File: config.mk
export PLATFORM = sky130hd
export DESIGN_NAME = alu_issue_ctrl
export DESIGN_NICKNAME = d
export VERILOG_FILES = /design/src/rtl/alu_issue_ctrl.sv
export SDC_FILE = /design/constraint.sdc
export NUM_CORES = 1
export LEC_CHECK = 0
export ABC_AREA = 0
export CORE_UTILIZATION = 35
export DETAILED_ROUTE_END_ITERATION = 6
export GPL_TIMING_DRIVEN = 0
export HOLD_SLACK_MARGIN = 0.1
export MAX_ROUTING_LAYER = met4
export PLACE_DENSITY_LB_ADDON = 0.3
export SETUP_SLACK_MARGIN = 0.2
export SKIP_LAST_GASP = 1
export SLEW_MARGIN = 5
export SYNTH_ARGS = -nofsm -noshare
export SYNTH_HDL_FRONTEND = slang
export SYNTH_SLANG_ARGS = --single-unit
File: constraint.sdc
create_clock -name clk -period 2.58 [get_ports clk]
set_clock_uncertainty 0.15 [all_clocks]
set_input_delay 0.258 -clock clk [delete_from_list [all_inputs] [get_ports clk]]
set_output_delay 0.258 -clock clk [all_outputs]
set_load 0.05 [all_outputs]
File: src/rtl/alu_issue_ctrl.sv
// Issue controller for the 8-bit combinational ALU: instruction handshake, operand staging,
// result capture, accumulator writeback. Optional flags enabled by ALU_ISSUE_FLAGS_EN.
module alu_issue_ctrl #(
    parameter logic [7:0]  ACC_INIT = 8'h00,
    parameter int unsigned CNT_W    = 16
) (
    input  logic             clk,
    input  logic             rst_n,
    input  logic             instr_valid,
    output logic             instr_ready,
    input  logic [2:0]       instr_op,
    input  logic             instr_src,
    input  logic [7:0]       instr_imm,
    input  logic [7:0]       instr_b,
    input  logic             instr_wb,
    output logic [7:0]       alu_a0,
    output logic [7:0]       alu_a1,
    output logic             alu_a_sel,
    output logic [7:0]       alu_b,
    output logic [2:0]       alu_ctrl,
    input  logic [7:0]       alu_out,
    output logic             result_valid,
    input  logic             result_ready,
    output logic [7:0]       result_data,
    output logic [7:0]       acc,
    output logic [CNT_W-1:0] op_count,
    output logic             flag_z,
    output logic             flag_n
);

    typedef enum logic [1:0] {StIdle, StExec, StResp} state_e;

    state_e           state_q, state_d;
    logic [7:0]       a0_q, b_q, result_q, acc_q;
    logic [2:0]       ctrl_q;
    logic             a_sel_q, wb_q;
    logic [CNT_W-1:0] count_q;
    logic             accept, capture;

    always_comb begin
        state_d      = state_q;
        instr_ready  = 1'b0;
        result_valid = 1'b0;
        accept       = 1'b0;
        capture      = 1'b0;
        case (state_q)
            StIdle: begin
                instr_ready = 1'b1;
                if (instr_valid) begin
                    accept  = 1'b1;
                    state_d = StExec;
                end
            end
            StExec: begin
                capture = 1'b1;
                state_d = StResp;
            end
            StResp: begin
                result_valid = 1'b1;
                if (result_ready) begin
                    state_d = StIdle;
                end
            end
            default: state_d = StIdle;
        endcase
    end

    always_ff @(posedge clk or negedge rst_n) begin
        if (!rst_n) begin
            state_q <= StIdle;
        end else begin
            state_q <= state_d;
        end
    end

    // Operands stay on the ALU after the operation; they only change on the next accept.
    always_ff @(posedge clk or negedge rst_n) begin
        if (!rst_n) begin
            a0_q    <= 8'h00;
            b_q     <= 8'h00;
            ctrl_q  <= 3'b000;
            a_sel_q <= 1'b0;
            wb_q    <= 1'b0;
        end else if (accept) begin
            a0_q    <= instr_imm;
            b_q     <= instr_b;
            ctrl_q  <= instr_op;
            a_sel_q <= instr_src;
            wb_q    <= instr_wb;
        end
    end

    always_ff @(posedge clk or negedge rst_n) begin
        if (!rst_n) begin
            result_q <= 8'h00;
            acc_q    <= ACC_INIT;
            count_q  <= '0;
        end else if (capture) begin
            result_q <= alu_out;
            if (wb_q) begin
                acc_q <= alu_out;
            end
            if (count_q != {CNT_W{1'b1}}) begin
                count_q <= count_q + CNT_W'(1);
            end
        end
    end

`ifdef ALU_ISSUE_FLAGS_EN
    logic flag_z_q, flag_n_q;

    always_ff @(posedge clk or negedge rst_n) begin
        if (!rst_n) begin
            flag_z_q <= 1'b0;
            flag_n_q <= 1'b0;
        end else if (capture) begin
            flag_z_q <= (alu_out == 8'h00);
            flag_n_q <= alu_out[7];
        end
    end

    assign flag_z = flag_z_q;
    assign flag_n = flag_n_q;
`else
    assign flag_z = 1'b0;
    assign flag_n = 1'b0;
`endif

    assign alu_a0      = a0_q;
    assign alu_a1      = acc_q;
    assign alu_a_sel   = a_sel_q;
    assign alu_b       = b_q;
    assign alu_ctrl    = ctrl_q;
    assign result_data = result_q;
    assign acc         = acc_q;
    assign op_count    = count_q;

endmodule

==> run summary <==
total die area = 6961 µm²
smallest hold slack = 0.3267 ns
post-DR wirelength/cell = 13.14 µm
Setup Total Neg Slack = 0 ns
portion of the post-synthesis area used by sequential elements = 59.30%
leakage power summed over all cells = 1.472 nW
Critical Path Source = state_q[0]$_DFFE_PN0P_
capturing element of the worst setup path = result_valid
width of the chip = 83.44 µm
worst setup timing slack at the placement stage = 0.3953 ns
post-DR vias/cell = 4.673
top routing layer used = met4
total of warnings raised by yosys = 0
crit path capture type = output port
worst supply voltage drop on vdd = 0.8862 mV
met2 layer wire length in the routed design = 2315 µm
dominant register cell in the synthesized netlist = sky130_fd_sc_hd__dfrtp_1
Achievable Freq = 459.2 MHz
cell depth of the worst setup path = 3
ys async rst share = 100.0%
CP bufs+invs = 2
clock latency of the later-clocked register in the worst-skew pair = 0.30 ns
cell depth of the worst flop-to-flop path = 6
power per unit of standard cell area = 1429 nW/µm²
Root Buffer = sky130_fd_sc_hd__clkbuf_8
cell with the most instances after synthesis = sky130_fd_sc_hd__dfrtp_1
final WL = 4860 µm
number of placed I/O pins = 97
worst-case register-to-register setup slack = 0.45 ns
vias in the first global route = 1873
RSZ-0062 raised after global routing = no
TritonCTS clock tree = built
number of unique standard cell types used by synthesis = 34
buffers from clock root to sink, at most = 2
worst slew pin tran = 0.6006 ns
final number of hold-violating endpoints = 0
Synth Instances = 188
launching element type of the critical path = register
initial cell density of the core = 36.34%
class of the most critical hold timing path = reg2reg
Worst EP required = 2.17 ns
DRC violation total after the first TritonRoute iteration = 32
Final WS setup = 0.4025 ns
Post-synth top cells = 55 x sky130_fd_sc_hd__dfrtp_1, 30 x sky130_fd_sc_hd__mux2_2, 30 x sky130_fd_sc_hd__nand2_1, 10 x sky130_fd_sc_hd__buf_4, 8 x sky130_fd_sc_hd__xnor2_1
wl on met1 = 2101 µm
worst reg2reg path startpoint = op_count[1]$_DFFE_PN0P_
number of iterations in the first detailed-routing pass = 2
largest stage delay on the critical path = 0.80 ns
wire length of the first global-routing pass = 8411 µm
maximum level of the CTS H-tree = 2
via total after detailed routing = 1729
total global routing track utilization = 15.48%
clock slew seen by the registers of the worst setup and hold paths = 0.10 ns
share of the synthesized area in the top cell type = 59.30%
worst setup path class = reg2out
number of clock buffers inserted by TritonCTS = 5
setup violation total in the final timing report = 0
number of nets in the finished design = 326
vertical die dimension = 83.44 µm
antenna violations before repair = 0
Placed Cells = 361
average size of a mapped cell = 12.35 µm²
family with the most delay on the worst path = buffers and inverters
most area-hungry cell type in the Yosys netlist = sky130_fd_sc_hd__dfrtp_1
CP max-delay cell = sky130_fd_sc_hd__clkdlybuf4s50_1
final RePlAce weighted congestion = 0.7408
run status = completed
final std cells w/o fill = 370
endpoint of the lowest-slack register-to-register path = op_count[1]$_DFFE_PN0P_
Post-route DRC = 0
clock sink count = 55
share of final-layout standard cells stronger than drive strength 1 = 19.45%
Crit path arrival time = 1.77 ns
count of pins over their slew limit = 0
sum of net half-perimeters after detailed placement = 3609 µm
number of max-cap violations = 0
Post-synth EDFFs = 0
Area Growth Syn to Fin = 50.03%
Routed Antenna Nets = 0
remaining max-slew budget at the tightest pin = 59.65%
synth top area cells = sky130_fd_sc_hd__dfrtp_1 59%, sky130_fd_sc_hd__mux2_2 15%, sky130_fd_sc_hd__nand2_1 4.9%
mapped cell area = 2321 µm²
antenna cell count = 0
Buffers on Ports = 94
Synth Register Bits = 55
largest net degree at the start of global routing = 32
standard cell core area = 6386 µm²
largest fanout on the critical path = 4
Detail Route met3 WL = 405 µm
crit share post-route = 84.40%
Rows = 29
residual overflow from global routing = 0
min Tclk post-route = 2.178 ns
worst path cell trace = nand2b_1 > inv_1 > clkdlybuf4s50_1
repair_timing:
item / 4_1_cts / 5_1_grt
endpoints found under the hold margin: 24 / 0
hold buffers: 1 / 0
buffers inserted: 0 / 0
resized for setup: 0 / 0
worst min-delay path, stage by stage, from the launching register on:
cell and delay [ns]:
sky130_fd_sc_hd__dfrtp_1 0.35, sky130_fd_sc_hd__nand2_1 0.05, sky130_fd_sc_hd__nand2_1 0.05
report_power, final:
part           total [mW]  leakage [nW]  switching [mW]  internal (mW)
logic                3.06         0.749            1.93           1.13
registers            1.44         0.675           0.228           1.21
clock network       0.481        0.0482           0.264          0.217
total                4.98          1.47            2.42           2.55
layer usage:
metal  vias to the layer above  track usage [%]
met5                         -                -
met4                         0            4.160
met3                         4            4.970
met2                        62            25.34
met1                       825            18.52
li1                        838                -
how the worst min path moves through the flow:
stage	start	end	cells past startpoint
detailed placement	rst_n	acc[0]$_DFFE_PN0P_	1
CTS	result_data[7]$_DFFE_PN0N_	result_data[7]$_DFFE_PN0N_	2
finish	result_data[7]$_DFFE_PN0N_	result_data[7]$_DFFE_PN0N_	2
global placement	result_data[7]$_DFFE_PN0N_	result_data[7]$_DFFE_PN0N_	2
global route	result_data[6]$_DFFE_PN0N_	result_data[6]$_DFFE_PN0N_	2
floorplan	rst_n	acc[0]$_DFFE_PN0P_	0
state kept, by name, indices dropped and copies added (netlist names), 2 cells and up:
register     flops
alu_a0           8
op_count        16
state_q          2
result_data      8
alu_b            8
acc              8
alu_ctrl         3
through the flow:
step	total power, mW	utilization, %	instance area, µm²
6_report	4.977	54.53	3482
5_1_grt	5.225	54.53	3482
4_1_cts	5.033	54.53	3482
3_5_place_dp	4.532	52.94	3381
3_3_place_gp	4.498	52.70	3366
2_1_floorplan	3.504	-	2328
placed cells by master (no fill, tap or decap), types with 2 or more instances in the layout:
cell type,synthesis,final
sky130_fd_sc_hd__xor2_1,2,2
sky130_fd_sc_hd__nor3_1,5,5
sky130_fd_sc_hd__nand2_1,30,30
sky130_fd_sc_hd__xnor2_1,8,8
sky130_fd_sc_hd__clkbuf_8,0,6
sky130_fd_sc_hd__a21oi_1,2,2
sky130_fd_sc_hd__buf_1,2,2
sky130_fd_sc_hd__buf_4,10,10
sky130_fd_sc_hd__nand2b_1,2,2
sky130_fd_sc_hd__nor2_1,7,6
sky130_fd_sc_hd__conb_1,1,2
sky130_fd_sc_hd__nand4_1,5,5
sky130_fd_sc_hd__clkbuf_1,3,4
sky130_fd_sc_hd__mux2_2,30,30
sky130_fd_sc_hd__clkdlybuf4s50_1,0,93
sky130_fd_sc_hd__dfrtp_1,55,54
sky130_fd_sc_hd__nand3_1,7,7
kinds of logic (layout without fill, tap and decap cells):
kind of cell	Yosys count	in the layout	share of synthesized area, %
flops	55	55	59.30
mux	32	32	15.63
buf+inv	17	121	4.690
simple gates	65	65	13.96
other cells	1	2	0.1616
xor+xnor	10	10	3.774
compound gates	7	7	1.941
fa+ha+maj	1	1	0.5390
final cells by class:
| class | instances | area, µm² |
|---|---|---|
| Clock buffer | 7 | 86.33 |
| Fill cell | 570 | 2904 |
| Clock inverter | 1 | 5.005 |
| Inverter | 1 | 3.754 |
| Multi-Input combinational cell | 117 | 842.1 |
| Tap cell | 77 | 96.34 |
| Buffer | 16 | 105.1 |
| Timing Repair Buffer | 96 | 965.9 |
| Sequential cell | 55 | 1378 |
No activity file was read; power rests on OpenSTA's default activity.
